### config.mk
export PLATFORM = sky130hd
export DESIGN_NAME = demux_scan_ctrl_flat
export DESIGN_NICKNAME = d
export VERILOG_FILES = /design/src/rtl/demux_scan_ctrl_pkg.sv /design/src/rtl/demux_scan_ctrl_if.sv /design/src/rtl/demux_scan_ctrl_next_ch.sv /design/src/rtl/demux_scan_ctrl.sv /design/src/flat_wrapper.sv
export SDC_FILE = /design/constraint.sdc
export NUM_CORES = 1
export LEC_CHECK = 0
export ABC_AREA = 1
export ABC_CLOCK_PERIOD_IN_PS = 4200
export CAP_MARGIN = 20
export CORE_ASPECT_RATIO = 0.75
export CORE_MARGIN = 2
export CORE_UTILIZATION = 57
export CTS_CLUSTER_SIZE = 25
export DETAILED_ROUTE_END_ITERATION = 8
export PLACE_DENSITY = 0.84
export SLEW_MARGIN = 0
export SYNTH_ARGS = -nofsm -noshare
export SYNTH_HDL_FRONTEND = slang
export SYNTH_SLANG_ARGS = --single-unit
### constraint.sdc
create_clock -name clk -period 4.2 [get_ports clk]
set_clock_uncertainty 0.2 [all_clocks]
set_input_delay 0.42 -clock clk [delete_from_list [all_inputs] [get_ports clk]]
set_output_delay 0.42 -clock clk [all_outputs]
set_load 0.02 [all_outputs]
### src/rtl/demux_scan_ctrl_pkg.sv
// Shared types and sizes for the demux scan controller.
// State encoding is fixed so status decoders elsewhere can rely on it.
package demux_pkg;

  localparam int NUM_CH  = 8;
  localparam int SEL_W   = 3;
  localparam int DWELL_W = 8;

  typedef enum logic {
    IDLE = 1'b0,
    SCAN = 1'b1
  } state_e;

endpackage

### src/rtl/demux_scan_ctrl_if.sv
// Control/status bundle between the scan sequencer and its driver.
// The slave side is the sequencer; the master side drives start/stop.
interface demux_scan_ctrl_if;
  import demux_pkg::*;

  logic               start;
  logic               stop;
  logic               mode_cont;
  logic [DWELL_W-1:0] dwell;
  logic [NUM_CH-1:0]  ch_mask;
  logic               data_in;
  logic [SEL_W-1:0]   sel;
  logic               in;
  logic               busy;
  logic               ch_strobe;
  logic               done;

  modport master (
    output start, stop, mode_cont,
    output dwell, ch_mask, data_in,
    input  sel, in, busy,
    input  ch_strobe, done
  );

  modport slave (
    input  start, stop, mode_cont,
    input  dwell, ch_mask, data_in,
    output sel, in, busy,
    output ch_strobe, done
  );

endinterface

### src/rtl/demux_scan_ctrl_next_ch.sv
// Rotating priority encoder: next enabled channel above cur_i,
// wrapping to the lowest enabled channel when none is above.
module demux_next_ch
  import demux_pkg::*;
(
  input  logic [NUM_CH-1:0] mask_i,
  input  logic [SEL_W-1:0]  cur_i,
  output logic [SEL_W-1:0]  nxt_o,
  output logic              wrap_o,
  output logic [SEL_W-1:0]  low_o
);

  always_comb begin
    low_o  = '0;
    nxt_o  = '0;
    wrap_o = 1'b1;
    // descending walk leaves the smallest match
    for (int i = NUM_CH - 1; i >= 0; i--) begin
      if (mask_i[i]) low_o = SEL_W'(i);
    end
    nxt_o = low_o;
    for (int i = NUM_CH - 1; i >= 0; i--) begin
      if (mask_i[i] && (SEL_W'(i) > cur_i)) begin
        nxt_o  = SEL_W'(i);
        wrap_o = 1'b0;
      end
    end
  end

endmodule

### src/rtl/demux_scan_ctrl.sv
// Scan sequencer for the 1:8 demux: steps sel through enabled
// channels with a programmable dwell and forwards serial data.
module demux_scan_ctrl
  import demux_pkg::*;
(
  input  logic              clk,
  input  logic              rst,
  demux_scan_ctrl_if.slave  bus
);

  state_e             state_q;
  logic [NUM_CH-1:0]  mask_q;
  logic               cont_q;
  logic [DWELL_W-1:0] last_q;
  logic [DWELL_W-1:0] last_d;
  logic [DWELL_W-1:0] cnt_q;
  logic [SEL_W-1:0]   sel_q;
  logic               in_q;
  logic               busy_q;
  logic               strobe_q;
  logic               done_q;

  logic [NUM_CH-1:0]  enc_mask;
  logic [SEL_W-1:0]   nxt_ch;
  logic [SEL_W-1:0]   low_ch;
  logic               wrap;
  logic               dwell_end;
  logic               go;

  // Encoder looks at the live mask only while idle
  assign enc_mask  = (state_q == IDLE) ? bus.ch_mask : mask_q;
  assign last_d    = (bus.dwell == '0) ? '0 : bus.dwell - 1'b1;
  assign dwell_end = (cnt_q == last_q);
  assign go        = bus.start & ~bus.stop & (|bus.ch_mask);

  demux_next_ch u_next (
    .mask_i (enc_mask),
    .cur_i  (sel_q),
    .nxt_o  (nxt_ch),
    .wrap_o (wrap),
    .low_o  (low_ch)
  );

  always_ff @(posedge clk) begin
    if (rst) begin
      state_q  <= IDLE;
      mask_q   <= '0;
      cont_q   <= 1'b0;
      last_q   <= '0;
      cnt_q    <= '0;
      sel_q    <= '0;
      in_q     <= 1'b0;
      busy_q   <= 1'b0;
      strobe_q <= 1'b0;
      done_q   <= 1'b0;
    end else begin
      strobe_q <= 1'b0;
      done_q   <= 1'b0;
      case (state_q)
        IDLE: begin
          in_q <= 1'b0;
          if (go) begin
            state_q  <= SCAN;
            busy_q   <= 1'b1;
            sel_q    <= low_ch;
            strobe_q <= 1'b1;
            cnt_q    <= '0;
            last_q   <= last_d;
            mask_q   <= bus.ch_mask;
            cont_q   <= bus.mode_cont;
          end
        end
        SCAN: begin
          if (bus.stop) begin
            state_q <= IDLE;
            busy_q  <= 1'b0;
            sel_q   <= '0;
            in_q    <= 1'b0;
            cnt_q   <= '0;
          end else if (!dwell_end) begin
            cnt_q <= cnt_q + 1'b1;
            in_q  <= bus.data_in;
          end else begin
            cnt_q <= '0;
            in_q  <= bus.data_in;
            if (!wrap) begin
              sel_q    <= nxt_ch;
              strobe_q <= 1'b1;
            end else begin
              done_q <= 1'b1;
              if (cont_q) begin
                sel_q    <= low_ch;
                strobe_q <= 1'b1;
              end else begin
                state_q <= IDLE;
                busy_q  <= 1'b0;
                sel_q   <= '0;
                in_q    <= 1'b0;
              end
            end
          end
        end
        default: state_q <= IDLE;
      endcase
    end
  end

  assign bus.sel       = sel_q;
  assign bus.in        = in_q;
  assign bus.busy      = busy_q;
  assign bus.ch_strobe = strobe_q;
  assign bus.done      = done_q;

endmodule

### src/flat_wrapper.sv
// flat-port wrapper written by rule: the top's interface ports become plain ports
module demux_scan_ctrl_flat import demux_pkg::*;
  (clk, rst, bus_start, bus_stop, bus_mode_cont, bus_dwell, bus_ch_mask, bus_data_in, bus_sel, bus_in, bus_busy, bus_ch_strobe, bus_done);
  demux_scan_ctrl_if bus_i ();
  input  logic clk;
  input  logic rst;
  input wire logic [$bits(bus_i.start)-1:0] bus_start;
  input wire logic [$bits(bus_i.stop)-1:0] bus_stop;
  input wire logic [$bits(bus_i.mode_cont)-1:0] bus_mode_cont;
  input wire logic [$bits(bus_i.dwell)-1:0] bus_dwell;
  input wire logic [$bits(bus_i.ch_mask)-1:0] bus_ch_mask;
  input wire logic [$bits(bus_i.data_in)-1:0] bus_data_in;
  output wire logic [$bits(bus_i.sel)-1:0] bus_sel;
  output wire logic [$bits(bus_i.in)-1:0] bus_in;
  output wire logic [$bits(bus_i.busy)-1:0] bus_busy;
  output wire logic [$bits(bus_i.ch_strobe)-1:0] bus_ch_strobe;
  output wire logic [$bits(bus_i.done)-1:0] bus_done;
  assign bus_i.start = bus_start;
  assign bus_i.stop = bus_stop;
  assign bus_i.mode_cont = bus_mode_cont;
  assign bus_i.dwell = bus_dwell;
  assign bus_i.ch_mask = bus_ch_mask;
  assign bus_i.data_in = bus_data_in;
  assign bus_sel = bus_i.sel;
  assign bus_in = bus_i.in;
  assign bus_busy = bus_i.busy;
  assign bus_ch_strobe = bus_i.ch_strobe;
  assign bus_done = bus_i.done;
  demux_scan_ctrl u_core (.clk(clk), .rst(rst), .bus(bus_i));
endmodule
Word level (Yosys, flattened, before mapping). Cells that the tools add are included.

Output and inout port bits: 7. Input port bits: 22. Logic and storage cells: 101. Bits in registers: 33.

Equality and inequality tests: 5. Reductions and logical operators: 14. Bitwise operators: 5. Add/sub/neg operators: 2. Mux-type cells: 57. $lt $le $gt $ge: 8.

Operator list (number): 3-bit two-way mux (21); 8-bit two-way mux (5); 1-bit two-way mux (25); 8-bit case mux with 2 select lines (1); 3-bit greater-than comparator (first input constant) (4); 3-bit != test (second input constant) (3); 8-bit by 1-bit adder with 8-bit output (second input constant) (1); 8-bit equality test (1); 1-bit logical AND (8); 8-bit logical NOT (1); 1-bit case mux with 2 select lines (4); 8-bit OR reduction (1); 8-bit by 1-bit subtractor with 8-bit output (second input constant) (1); 1-bit by 3-bit greater-than comparator with 1-bit output (first input constant) (2); 2-bit by 3-bit greater-than comparator with 1-bit output (first input constant) (2); 3-bit case mux with 2 select lines (1); 2-bit AND reduction (2); 4-bit AND reduction (1); 4-bit OR reduction (1); 1-bit NOT (3); 1-bit bitwise AND (2); 2-bit by 1-bit != test with 1-bit output (second input constant) (1).

Depth between registers and ports, before layout.
Depth after elaboration: 21. Depth in mapped cells: 19. Depth with buffers taken out: 19.

By module. A second synthesis with hierarchy kept.

Cell total of the unflattened synthesis: 308. Area total of the unflattened synthesis: 2039.5 µm².

Modules (own cells, without submodules): demux_scan_ctrl (instances 1, cells an instance 255, sequential area each 660.6 µm², area an instance 1810.5 µm²); demux_next_ch (instances 1, cells an instance 53, sequential area each 0.0 µm², area an instance 229.0 µm²).

Worst setup path before layout. No wires, ideal clock.

Path kind: input port to flip-flop. Start: input bus_dwell[0]. End: register u_core.last_q[6]. Data required time: 3872 ps. Path buffers: 0. Path slack: 2291 ps. Cell stages on the path: 8. Data arrival time: 1581 ps. Setup time: 128 ps. Cells stage by stage: inv_1 -> ha_1 -> nand2_1 -> or3_1 -> nor3_1 -> nor2_1 -> a22oi_1 -> nor2_1.

Word-level cells in the longest chain between the ends: 2. Elaborated cells between the ends (all ways): 3. Classes of those cells: 1 x add/sub; 1 x mux; 1 x reduce/logical.

Ends and longest elaborated chain: from (decl) (RTL line flat_wrapper.sv:10) `input wire logic [$bits(bus_i.dwell)-1:0] bus_dwell;`; 8-bit by 1-bit subtractor with 8-bit output / 8-bit logical NOT (equally long branches) (RTL line demux_scan_ctrl.sv:32) `assign last_d = (bus.dwell == '0) ? '0 : bus.dwell - 1'b1;`; 8-bit two-way mux (*) (RTL line demux_scan_ctrl.sv:32); to (signal assigned) (RTL line demux_scan_ctrl.sv:68) `last_q <= last_d;`; to (decl) (RTL line demux_scan_ctrl.sv:14) `logic [DWELL_W-1:0] last_q;`.

Mark *: on every way between the ends. The rest lies on a longest branch, timed or not. A chain may end at the register's enable or synchronous reset.

Worst setup path after layout.
Start: input bus_ch_mask[1]. End: register u_core.last_q[4].

Word-level cells in the longest chain between the ends: 3.

Ends and longest elaborated chain: from (decl) (RTL line flat_wrapper.sv:11) `input wire logic [$bits(bus_i.ch_mask)-1:0] bus_ch_mask;`; 8-bit OR reduction (RTL line demux_scan_ctrl.sv:34) `assign go = bus.start & ~bus.stop & (|bus.ch_mask);`; 1-bit bitwise AND (RTL line demux_scan_ctrl.sv:34); 2-bit AND reduction (no line).

No other way between the ends.

==> results.md <==
- Final hold violation count: 0
- Top Ports: 29
- Initial Utilization: 0.583
- Root Driver: clkbuf_8
- Worst-Margin Slew: 0.763 ns
- Combinational share of power: 0.202
- FILL cells: 285
- WS Path Type: input port to register
- Largest family of logic cells by synthesized area: simple AND/OR/NAND/NOR gates
- Area share of fa/ha/maj cells after synthesis: 0.0133
- Critical Path RT: around 4.2 ns
- Simple-Gate Fraction of Synth Area: 0.323
- Gate count after technology mapping: between 200 and 300
- Hold buffers post-CTS: 0
- Syn Nets: 297
- Post-route cell area: 2290 sq um
- P_sw: 0.230 mW
- Synth warnings: 0
- Mux cell area share after synthesis: 0
- Sequential fraction of the synthesis area: 0.352
- CTS H-tree depth: 2
- First-pass GRT wire length: slightly above 7000 um
- Most frequent cell after synthesis: nand2_1
- Drt pass-1 iters: 4
- Synth Area in Compound Gates: 0.162
- Met1 Wirelength: 2180 um
- Relative slew slack: 0.490
- Synthesized area: ~1900 sq um
- Die X: about 70 um
- Clock slew at reported path FFs: 0.07 ns
- Multi-input gate area: between 1000 and 1500 sq um
- CTS tree: done
- Post-synth cell types: 36
- Synth top area cells: dfxtp_1, nand2_1, a21oi_1
- Final period utilization: 0.695
- FF+latch area: 661 sq um
- Die height: between 50 and 60 um
- Leak: 0.924 nW
- Via count: 1811
- Remaining DRCs: 0
- Max capacitance violation total: 0
- GPL Wtd Cong: 0.856
- WHS Path Cells: 2
- Reg power frac: 0.419
- Max Root-Sink Buffers: 2
- Final wirelength: 4370 um
- Detailed Route Iter0 Violations: 114
- Detail Route met3 WL: 347 um
- Data arrival time of the worst path: around 3 ns
- N_diodes: 0
- FFs w/ async S/R, synth: 0
- Initial antenna violation count: 0
- Internal power: 0.587 mW
- Reg2reg setup slack: 1.63 ns
- Sw Ratio: 0.282
- Cell Area, Placed: 2180 sq um
- Clock power share: 0.380
- Hold crit path type: register to register
- CP max-delay cell: clkdlybuf4s50_1
- PwrDens: 356 nW/um^2
- Site row count: 18
- Syn_area_per_cell: 6.87 sq um
- Avg WL per Cell: 12.8 um
- Synth Register Bits: 33
- Port-buffer cells: 28
- Area leader, netlist: dfxtp_1
- Layout area overhead: 22.2%
- Synth top cells by count: nand2_1, dfxtp_1, a21oi_1, nor2_1, inv_1
- Worst VDD drop: 273 uV
- Global route overflow: 0
- Die area: 3770 sq um
- Final nets: 326
- CORE AREA: 3220 sq um
- Worst-Skew Late Latency: a little under 0.3 ns
- Top routing layer used: met4
- Post-synth EDFFs: 0
- Worst setup EP type: register
- Largest net degree at the start of global routing: 22
- Vias in the first global route: 1574
- Crit path cell chain: clkdlybuf4s50_1 -> nor3_1 -> nand3_1 -> nand3_1 -> nor2_1 -> inv_1 -> nor2_1 -> nand2_1 -> a21oi_1
- Final HPWL DP: ~3400 um
- Setup total negative slack: 0 ns
- DR WL met2: between 1500 and 2000 um
- Final Max Tran Viols: 0
- CTS Buf Count: 5
- Share of cells above drive strength 1: 0.0957
- Total clock sinks: 33
- Post-CTS Resized: 0
- Worst R2R Path Depth: 5
- Setup Buffers After CTS: 0
- Vias per inst: 5.28
- Slowest Stage Delay on Critical Path: 0.55 ns
- Startpoint types: input port
- Highest net fanout along the worst path: 21
- Top_reg_cell synth: dfxtp_1
- XOR/XNOR Fraction of Synth Area: 0.0700
- Gr usage total: 0.252
- Share of the synthesized area in the top cell type: 0.352
- Unrepaired setup endpoints after global routing: no
- Max Fclk: 0.342 GHz
- Status: finished, final reports clean
- Final setup vio count: 0
- Routed Antenna Nets: 0
- Clock period minus worst slack: 2.92 ns
## registers in the layout (all words and copies together) (netlist names)
| name | flops |
|---|---|
| u_core.bus.ch_strobe | 1 |
| u_core.bus.sel | 3 |
| u_core.cnt_q | 8 |
| u_core.cont_q | 1 |
| u_core.last_q | 8 |
| u_core.bus.done | 1 |
| u_core.bus.busy | 1 |
| u_core.bus.in | 1 |
| u_core.state_q | 1 |
| u_core.mask_q | 8 |
## power groups by stage
| stage | registers (mW) | logic [mW] | clock network (mW) |
|---|---|---|---|
| after floorplan | 0.347 | 0.109 | 0 |
| after global placement | 0.348 | 0.159 | 0 |
| after detailed placement | 0.349 | 0.162 | 0 |
| after CTS | 0.342 | 0.163 | 0.311 |
| after global routing | 0.344 | 0.183 | 0.327 |
| final | 0.342 | 0.165 | 0.310 |
## routing by layer
| metal | track usage | vias up |
|---|---|---|
| li1 | - | 941 |
| met1 | 0.363 | 804 |
| met2 | 0.384 | 63 |
| met3 | 0.0581 | 3 |
| met4 | 0.0673 | 0 |
| met5 | 0 | - |
## worst max-delay path, delay by kind of cell
kind	cells	cell delay, ns
and+or+nand+nor	6	1.34
buffers and inverters	2	1.03
AOI/OAI and AO/OA	1	0.14
## metrics by stage
step                hold slack [ns]  setup slack [ns]  power (mW)   util  instances
floorplan                     0.231              2.29       0.456      -        273
global placement              0.246              1.21       0.507  0.676        335
detailed placement            0.253              1.05       0.511  0.676        335
CTS                           0.267              1.34       0.816  0.712        343
global route                  0.281              1.02       0.855  0.712        343
finish                        0.265              1.28       0.817  0.712        343
## placed cells by master, fill, tap and decap left out, types with 3 or more instances in the layout
| master | synthesis | final |
|---|---|---|
| a21oi_1 | 27 | 27 |
| clkbuf_8 | 0 | 6 |
| clkdlybuf4s50_1 | 0 | 28 |
| dfxtp_1 | 33 | 33 |
| inv_1 | 25 | 25 |
| inv_2 | 6 | 6 |
| nand2_1 | 68 | 68 |
| nand2_4 | 3 | 3 |
| nand3_1 | 13 | 13 |
| nand4_1 | 4 | 4 |
| nor2_1 | 26 | 26 |
| nor3_1 | 5 | 5 |
| o21ai_0 | 9 | 9 |
| o21ai_2 | 5 | 5 |
| xnor2_1 | 12 | 12 |
| xor2_1 | 3 | 3 |
## final timing paths
path	startpoint	to
setup / recovery	bus_ch_mask[1]	u_core.last_q[4]$_SDFFE_PP0P_
hold / removal	u_core.mask_q[5]$_SDFFE_PP0P_	u_core.mask_q[5]$_SDFFE_PP0P_
setup reg to reg	u_core.state_q$_SDFF_PP0_	u_core.last_q[4]$_SDFFE_PP0P_
hold reg to reg	u_core.mask_q[5]$_SDFFE_PP0P_	u_core.mask_q[5]$_SDFFE_PP0P_
## kinds of logic (layout without fill, tap and decap cells)
| kind of cell | Yosys count | in the layout |
|---|---|---|
| XOR/XNOR | 15 | 15 |
| AND/OR/NAND/NOR | 133 | 133 |
| buffers and inverters | 38 | 68 |
| adder cells (fa/ha/maj) | 2 | 2 |
| flip-flops | 33 | 33 |
| AO/OA/AOI/OAI | 52 | 52 |
## cell type report
class                      count  share of cell area
clock buffer                   7              0.0376
clock inverter                 1              0.0131
inverter                      32              0.0524
multi-input combinational    202               0.465
sequential                    33               0.288
tap                           40              0.0218
timing repair buffer          28               0.122
Note: power is estimated with default switching activity, not from simulation.
